===== config.mk =====
export PLATFORM = sky130hd
export DESIGN_NAME = mario_audio_out
export DESIGN_NICKNAME = d
export VERILOG_FILES = /design/src/rtl/mario_audio_out.sv
export SDC_FILE = /design/constraint.sdc
export NUM_CORES = 1
export LEC_CHECK = 0
export CORE_AREA = 2 2 199 123
export DETAILED_ROUTE_END_ITERATION = 16
export DIE_AREA = 0 0 201 125
export SKIP_CTS_REPAIR_TIMING = 1
export SLEW_MARGIN = 20
export SYNTH_ARGS = -nofsm -noshare
export SYNTH_HDL_FRONTEND = slang
export SYNTH_SLANG_ARGS = --single-unit

===== constraint.sdc =====
create_clock -name I_CLK_48M -period 8.08 [get_ports I_CLK_48M]
set_input_delay 1.616 -clock I_CLK_48M [delete_from_list [all_inputs] [get_ports I_CLK_48M]]
set_output_delay 1.616 -clock I_CLK_48M [all_outputs]
set_load 0.01 [all_outputs]

===== src/rtl/mario_audio_out.sv =====
// Audio output stage: boxcar decimation, attenuation/mute, and a sample FIFO toward the serializer.
// Define MARIO_AUDIO_DCBLOCK_EN to insert a DC-blocking high-pass filter ahead of attenuation.
module mario_audio_out #(
  parameter int unsigned DECIM_LOG2 = 10,
  parameter int unsigned FIFO_DEPTH = 4
) (
  input  logic               I_CLK_48M,
  input  logic               I_RESETn,
  input  logic signed [15:0] I_SND_DAT,
  input  logic [2:0]         I_VOL,
  input  logic               I_MUTE,
  input  logic               I_SMP_READY,
  output logic signed [15:0] O_SMP_DAT,
  output logic               O_SMP_VALID,
  output logic               O_OVERFLOW
);

  localparam int unsigned ACC_W = 16 + DECIM_LOG2;
  localparam int unsigned PTR_W = $clog2(FIFO_DEPTH);
  localparam int unsigned CNT_W = PTR_W + 1;

  logic [DECIM_LOG2-1:0]    phase;
  logic signed [ACC_W-1:0]  acc;
  logic signed [ACC_W-1:0]  sum_c;
  logic                     frame_end_c;
  logic signed [15:0]       s1;
  logic                     s1_valid;
  logic signed [15:0]       s2_src_c;
  logic signed [15:0]       s2_c;
  logic signed [15:0]       s2;
  logic                     s2_valid;

  // Running sum of the current frame
  always_comb begin
    sum_c       = acc + {{DECIM_LOG2{I_SND_DAT[15]}}, I_SND_DAT};
    frame_end_c = (phase == {DECIM_LOG2{1'b1}});
  end

  // The mean always fits 16 bits, so the shifted slice is the floor divide
  always_ff @(posedge I_CLK_48M or negedge I_RESETn) begin
    if (!I_RESETn) begin
      phase    <= '0;
      acc      <= '0;
      s1       <= '0;
      s1_valid <= 1'b0;
    end else begin
      phase <= phase + DECIM_LOG2'(1);
      if (frame_end_c) begin
        s1       <= sum_c[DECIM_LOG2 +: 16];
        acc      <= '0;
        s1_valid <= 1'b1;
      end else begin
        acc      <= sum_c;
        s1_valid <= 1'b0;
      end
    end
  end

`ifdef MARIO_AUDIO_DCBLOCK_EN
  logic signed [15:0] x_prev;
  logic signed [15:0] y_prev;
  logic signed [15:0] y_leak_c;
  logic signed [17:0] y_wide_c;

  // y = x - x_prev + y_prev - y_prev/256, saturated back to 16 bits
  always_comb begin
    y_leak_c = y_prev >>> 8;
    y_wide_c = {{2{s1[15]}}, s1} - {{2{x_prev[15]}}, x_prev}
             + {{2{y_prev[15]}}, y_prev} - {{2{y_leak_c[15]}}, y_leak_c};
    if (y_wide_c > 18'sd32767) begin
      s2_src_c = 16'sh7FFF;
    end else if (y_wide_c < -18'sd32768) begin
      s2_src_c = 16'sh8000;
    end else begin
      s2_src_c = y_wide_c[15:0];
    end
  end

  always_ff @(posedge I_CLK_48M or negedge I_RESETn) begin
    if (!I_RESETn) begin
      x_prev <= '0;
      y_prev <= '0;
    end else if (s1_valid) begin
      x_prev <= s1;
      y_prev <= s2_src_c;
    end
  end
`else
  always_comb begin
    s2_src_c = s1;
  end
`endif

  always_comb begin
    s2_c = I_MUTE ? 16'sd0 : (s2_src_c >>> I_VOL);
  end

  // Volume and mute are only captured on the frame's S2 edge
  always_ff @(posedge I_CLK_48M or negedge I_RESETn) begin
    if (!I_RESETn) begin
      s2       <= '0;
      s2_valid <= 1'b0;
    end else begin
      s2_valid <= s1_valid;
      if (s1_valid) begin
        s2 <= s2_c;
      end
    end
  end

  logic signed [15:0] mem [FIFO_DEPTH];
  logic [PTR_W-1:0]   rd_ptr;
  logic [PTR_W-1:0]   wr_ptr;
  logic [CNT_W-1:0]   count;
  logic               pop_c;
  logic               full_c;
  logic               push_ok_c;
  logic               drop_c;
  logic [CNT_W-1:0]   cnt_next_c;
  logic [PTR_W-1:0]   rd_next_c;
  logic signed [15:0] head_c;

  // FIFO control; the next head bypasses storage when it is the word being written
  always_comb begin
    pop_c      = O_SMP_VALID && I_SMP_READY;
    full_c     = (count == CNT_W'(FIFO_DEPTH));
    push_ok_c  = s2_valid && (!full_c || pop_c);
    drop_c     = s2_valid && full_c && !pop_c;
    cnt_next_c = count + CNT_W'(push_ok_c) - CNT_W'(pop_c);
    rd_next_c  = pop_c ? (rd_ptr + PTR_W'(1)) : rd_ptr;
    head_c     = (push_ok_c && (wr_ptr == rd_next_c)) ? s2 : mem[rd_next_c];
  end

  always_ff @(posedge I_CLK_48M or negedge I_RESETn) begin
    if (!I_RESETn) begin
      for (int unsigned i = 0; i < FIFO_DEPTH; i++) begin
        mem[i] <= '0;
      end
      rd_ptr      <= '0;
      wr_ptr      <= '0;
      count       <= '0;
      O_SMP_DAT   <= '0;
      O_SMP_VALID <= 1'b0;
      O_OVERFLOW  <= 1'b0;
    end else begin
      if (push_ok_c) begin
        mem[wr_ptr] <= s2;
        wr_ptr      <= wr_ptr + PTR_W'(1);
      end
      rd_ptr      <= rd_next_c;
      count       <= cnt_next_c;
      O_SMP_VALID <= (cnt_next_c != '0);
      if (cnt_next_c != '0) begin
        O_SMP_DAT <= head_c;
      end
      O_OVERFLOW <= O_OVERFLOW | drop_c;
    end
  end

endmodule


==> out/qor.yml <==
logic_synthesis:
  postSynthCellCount: 803
  synth-async-reset-ratio: 1.00
  ys_warn_count: 0
  ys_seq_area_frac: 0.496
  netlist_area_um2: 8020
  synth_ff_type: "dfrtp_1"
  ys_ff_latch: 159
  synth_fp_nets: 860
  synth_cell_types: 49
  synth_edf_count: 0
  syn_avg_cell_area_um2: 9.98
clocking:
  cts_tree: "done"
  path_clk_slew_ns: 0.06
  cts.sinks: 159
  clock_latency_ns: 0.43
  cts_buffers: 17
  cts-root-buf: "clkbuf_16"
  cts.path.max_buffers: 2
  htreeDepth: 4
timing:
  fmax_mhz: 215
  max_slew_margin: 0.288
  whs_ns: 0.468
  slew_viol_final: 0
  hold_viol: 0
  setup_tns_ns: 0
  period_share: 0.577
  setup_viol: 0
  worstMarginPinSlew_ns: 1.06
  final.min_clock_period_ns: 4.66
  rsz0062_at_grt: "no"
  final.setup_skew_ns: 0.00912
flow_run:
  drv_cap: 0
min_path:
  min_path_type: "flip-flop to flip-flop"
  hold-path-cell-count: 1
global_route:
  grt_pass1_vias: 5527
  grt_antenna_before_repair: 0
  grt_usage: 0.152
  grt_pass1_wl_um: 30400
  grt_max_degree: 102
  grt_remaining_overflow: 0
layout:
  final_cell_mix: "dfrtp_1, nand2_1, o21ai_0"
  final_area_um2: 9330
  mostFrequentLayoutCell: "dfrtp_1"
  nets: 887
  antenna_cells: 0
  drive_gt1_frac: 0.0937
  fin_cells: 1165
  syn2layout_area_growth_pct: 16.4
floorplanning:
  core_area_um2: 23500
  die_w_um: 201
  std_cell_rows: 44
  die_h_um: 125
  ioPinCount: 41
  dieArea_um2: 25100
  start_util: 0.341
detailed_routing:
  drc: 0
  viasPerCell: 4.99
  dr.pass1.iters: 7
  drtIter0Drc: 517
  antenna_left: 0
  drt-total-wl_um: 18100
  drt-wirelength-per-cell_um: 15.5
  num_vias: 5809
power_and_ir_drop:
  power_mw: 2.74
  p_leak_nw: 4.20
  vdd_drop_max_mv: 0.129
  p_per_area_nw_per_um2: 293
placement:
  port-buffer-count: 40
  place_inst: 1133
  place_congestion: 0.845
  dp_hpwl_um: 12300
  placed_cell_area_um2: 8730
worst_setup_path:
  critPathLaunchType: "input pin"
  arrival_ns: 4.95
  worstPathRequired_ns: 8.36
  criticalPathCategory: "input pin to flip-flop"
  reg2reg_depth: 13
  end_kind: "flip-flop"
  path_max_fanout: 33
run_status:
  status: "completed"
[power breakdown]
group,switching [mW],total (mW),internal (mW)
Combinational,0.612,1.00,0.390
Clock,0.345,0.813,0.467
Sequential,0.0357,0.924,0.888
[flip-flops by register name, indices dropped and copies added (netlist names), 2 cells and up]
signal	flops
rd_ptr	2
s1	16
acc	26
O_SMP_DAT	16
s2	16
phase	10
count	3
mem	64
wr_ptr	2
[layout make-up]
class,count,area [um2]
repair buffers,47,454
flip-flops and latches,159,3980
clock inverters,14,158
fillers,2298,14200
multi-input cells,566,3750
inverters,39,146
well taps,322,403
clock buffers,18,439
[critical path, stage by stage]
cell and delay (ns):
clkdlybuf4s50_1 0.47, nand2_1 0.13, a31oi_1 0.76, inv_1 0.11
ha_1 0.32, inv_1 0.05, ha_1 0.13, inv_1 0.05
fa_1 0.38, xnor2_1 0.15, xnor2_1 0.15, nor3_2 0.11
buf_4 0.33, o21ai_0 0.16
[layer usage]
metal  global-route usage  up-vias  wire, um
met1                0.240     2809      9810
met4               0.0379        0       138
li1                     -     2852         -
met3               0.0344       12       887
met5                    0        -         0
met2                0.207      136      7280
[path summary, 6_finish.rpt]
kind	startpoint	end	slack [ns]
max	I_SMP_READY	O_SMP_DAT[6]$_DFFE_PN0P_	3.42
min	phase[8]$_DFF_PN0_	phase[8]$_DFF_PN0_	0.47
max reg2reg	O_SMP_VALID$_DFF_PN0_	O_SMP_DAT[6]$_DFFE_PN0P_	4.73
min reg2reg	phase[8]$_DFF_PN0_	phase[8]$_DFF_PN0_	0.47
max in group asynchronous	I_RESETn	mem[12]$_DFFE_PN0P_	5.44
min in group asynchronous	I_RESETn	acc[6]$_DFF_PN0_	1.32
[synthesized netlist by cell type (all sizes together), types with 3 or more instances]
library cell / n / area [um2]
ha: 32 / 400
nor2: 70 / 263
o211ai: 4 / 30.0
clkbuf: 30 / 113
and2: 3 / 18.8
a21o: 8 / 60.1
a211oi: 5 / 42.5
buf: 9 / 43.8
a31oi: 7 / 43.8
nand3b: 3 / 22.5
nand4: 6 / 37.5
o22ai: 17 / 106
a21oi: 47 / 235
inv: 39 / 146
nand2b: 7 / 43.8
o21ai: 113 / 569
nand2: 117 / 439
mux2i: 21 / 210
xor2: 18 / 165
xnor2: 20 / 175
dfrtp: 159 / 3980
mux4: 22 / 495
mux2: 3 / 33.8
nor3: 3 / 15.0
nand3: 15 / 75.1
nor2b: 3 / 18.8
[through the flow]
stage	setup slack [ns]	util
finish	3.42	0.397
global route	3.06	0.397
CTS	3.51	0.397
detailed placement	3.07	0.371
global placement	3.22	0.371
floorplan	3.77	-
[logic make-up (layout without fill, tap and decap cells)]
logic type / after synthesis / in the layout / synth area share
simple gates: 231 / 231 / 0.120
compound gates: 217 / 217 / 0.156
flops: 159 / 159 / 0.496
buf+inv: 78 / 118 / 0.0378
mux: 46 / 46 / 0.0922
xor+xnor: 38 / 38 / 0.0425
fa+ha+maj: 34 / 34 / 0.0549
(Power assumes the default switching activity.)
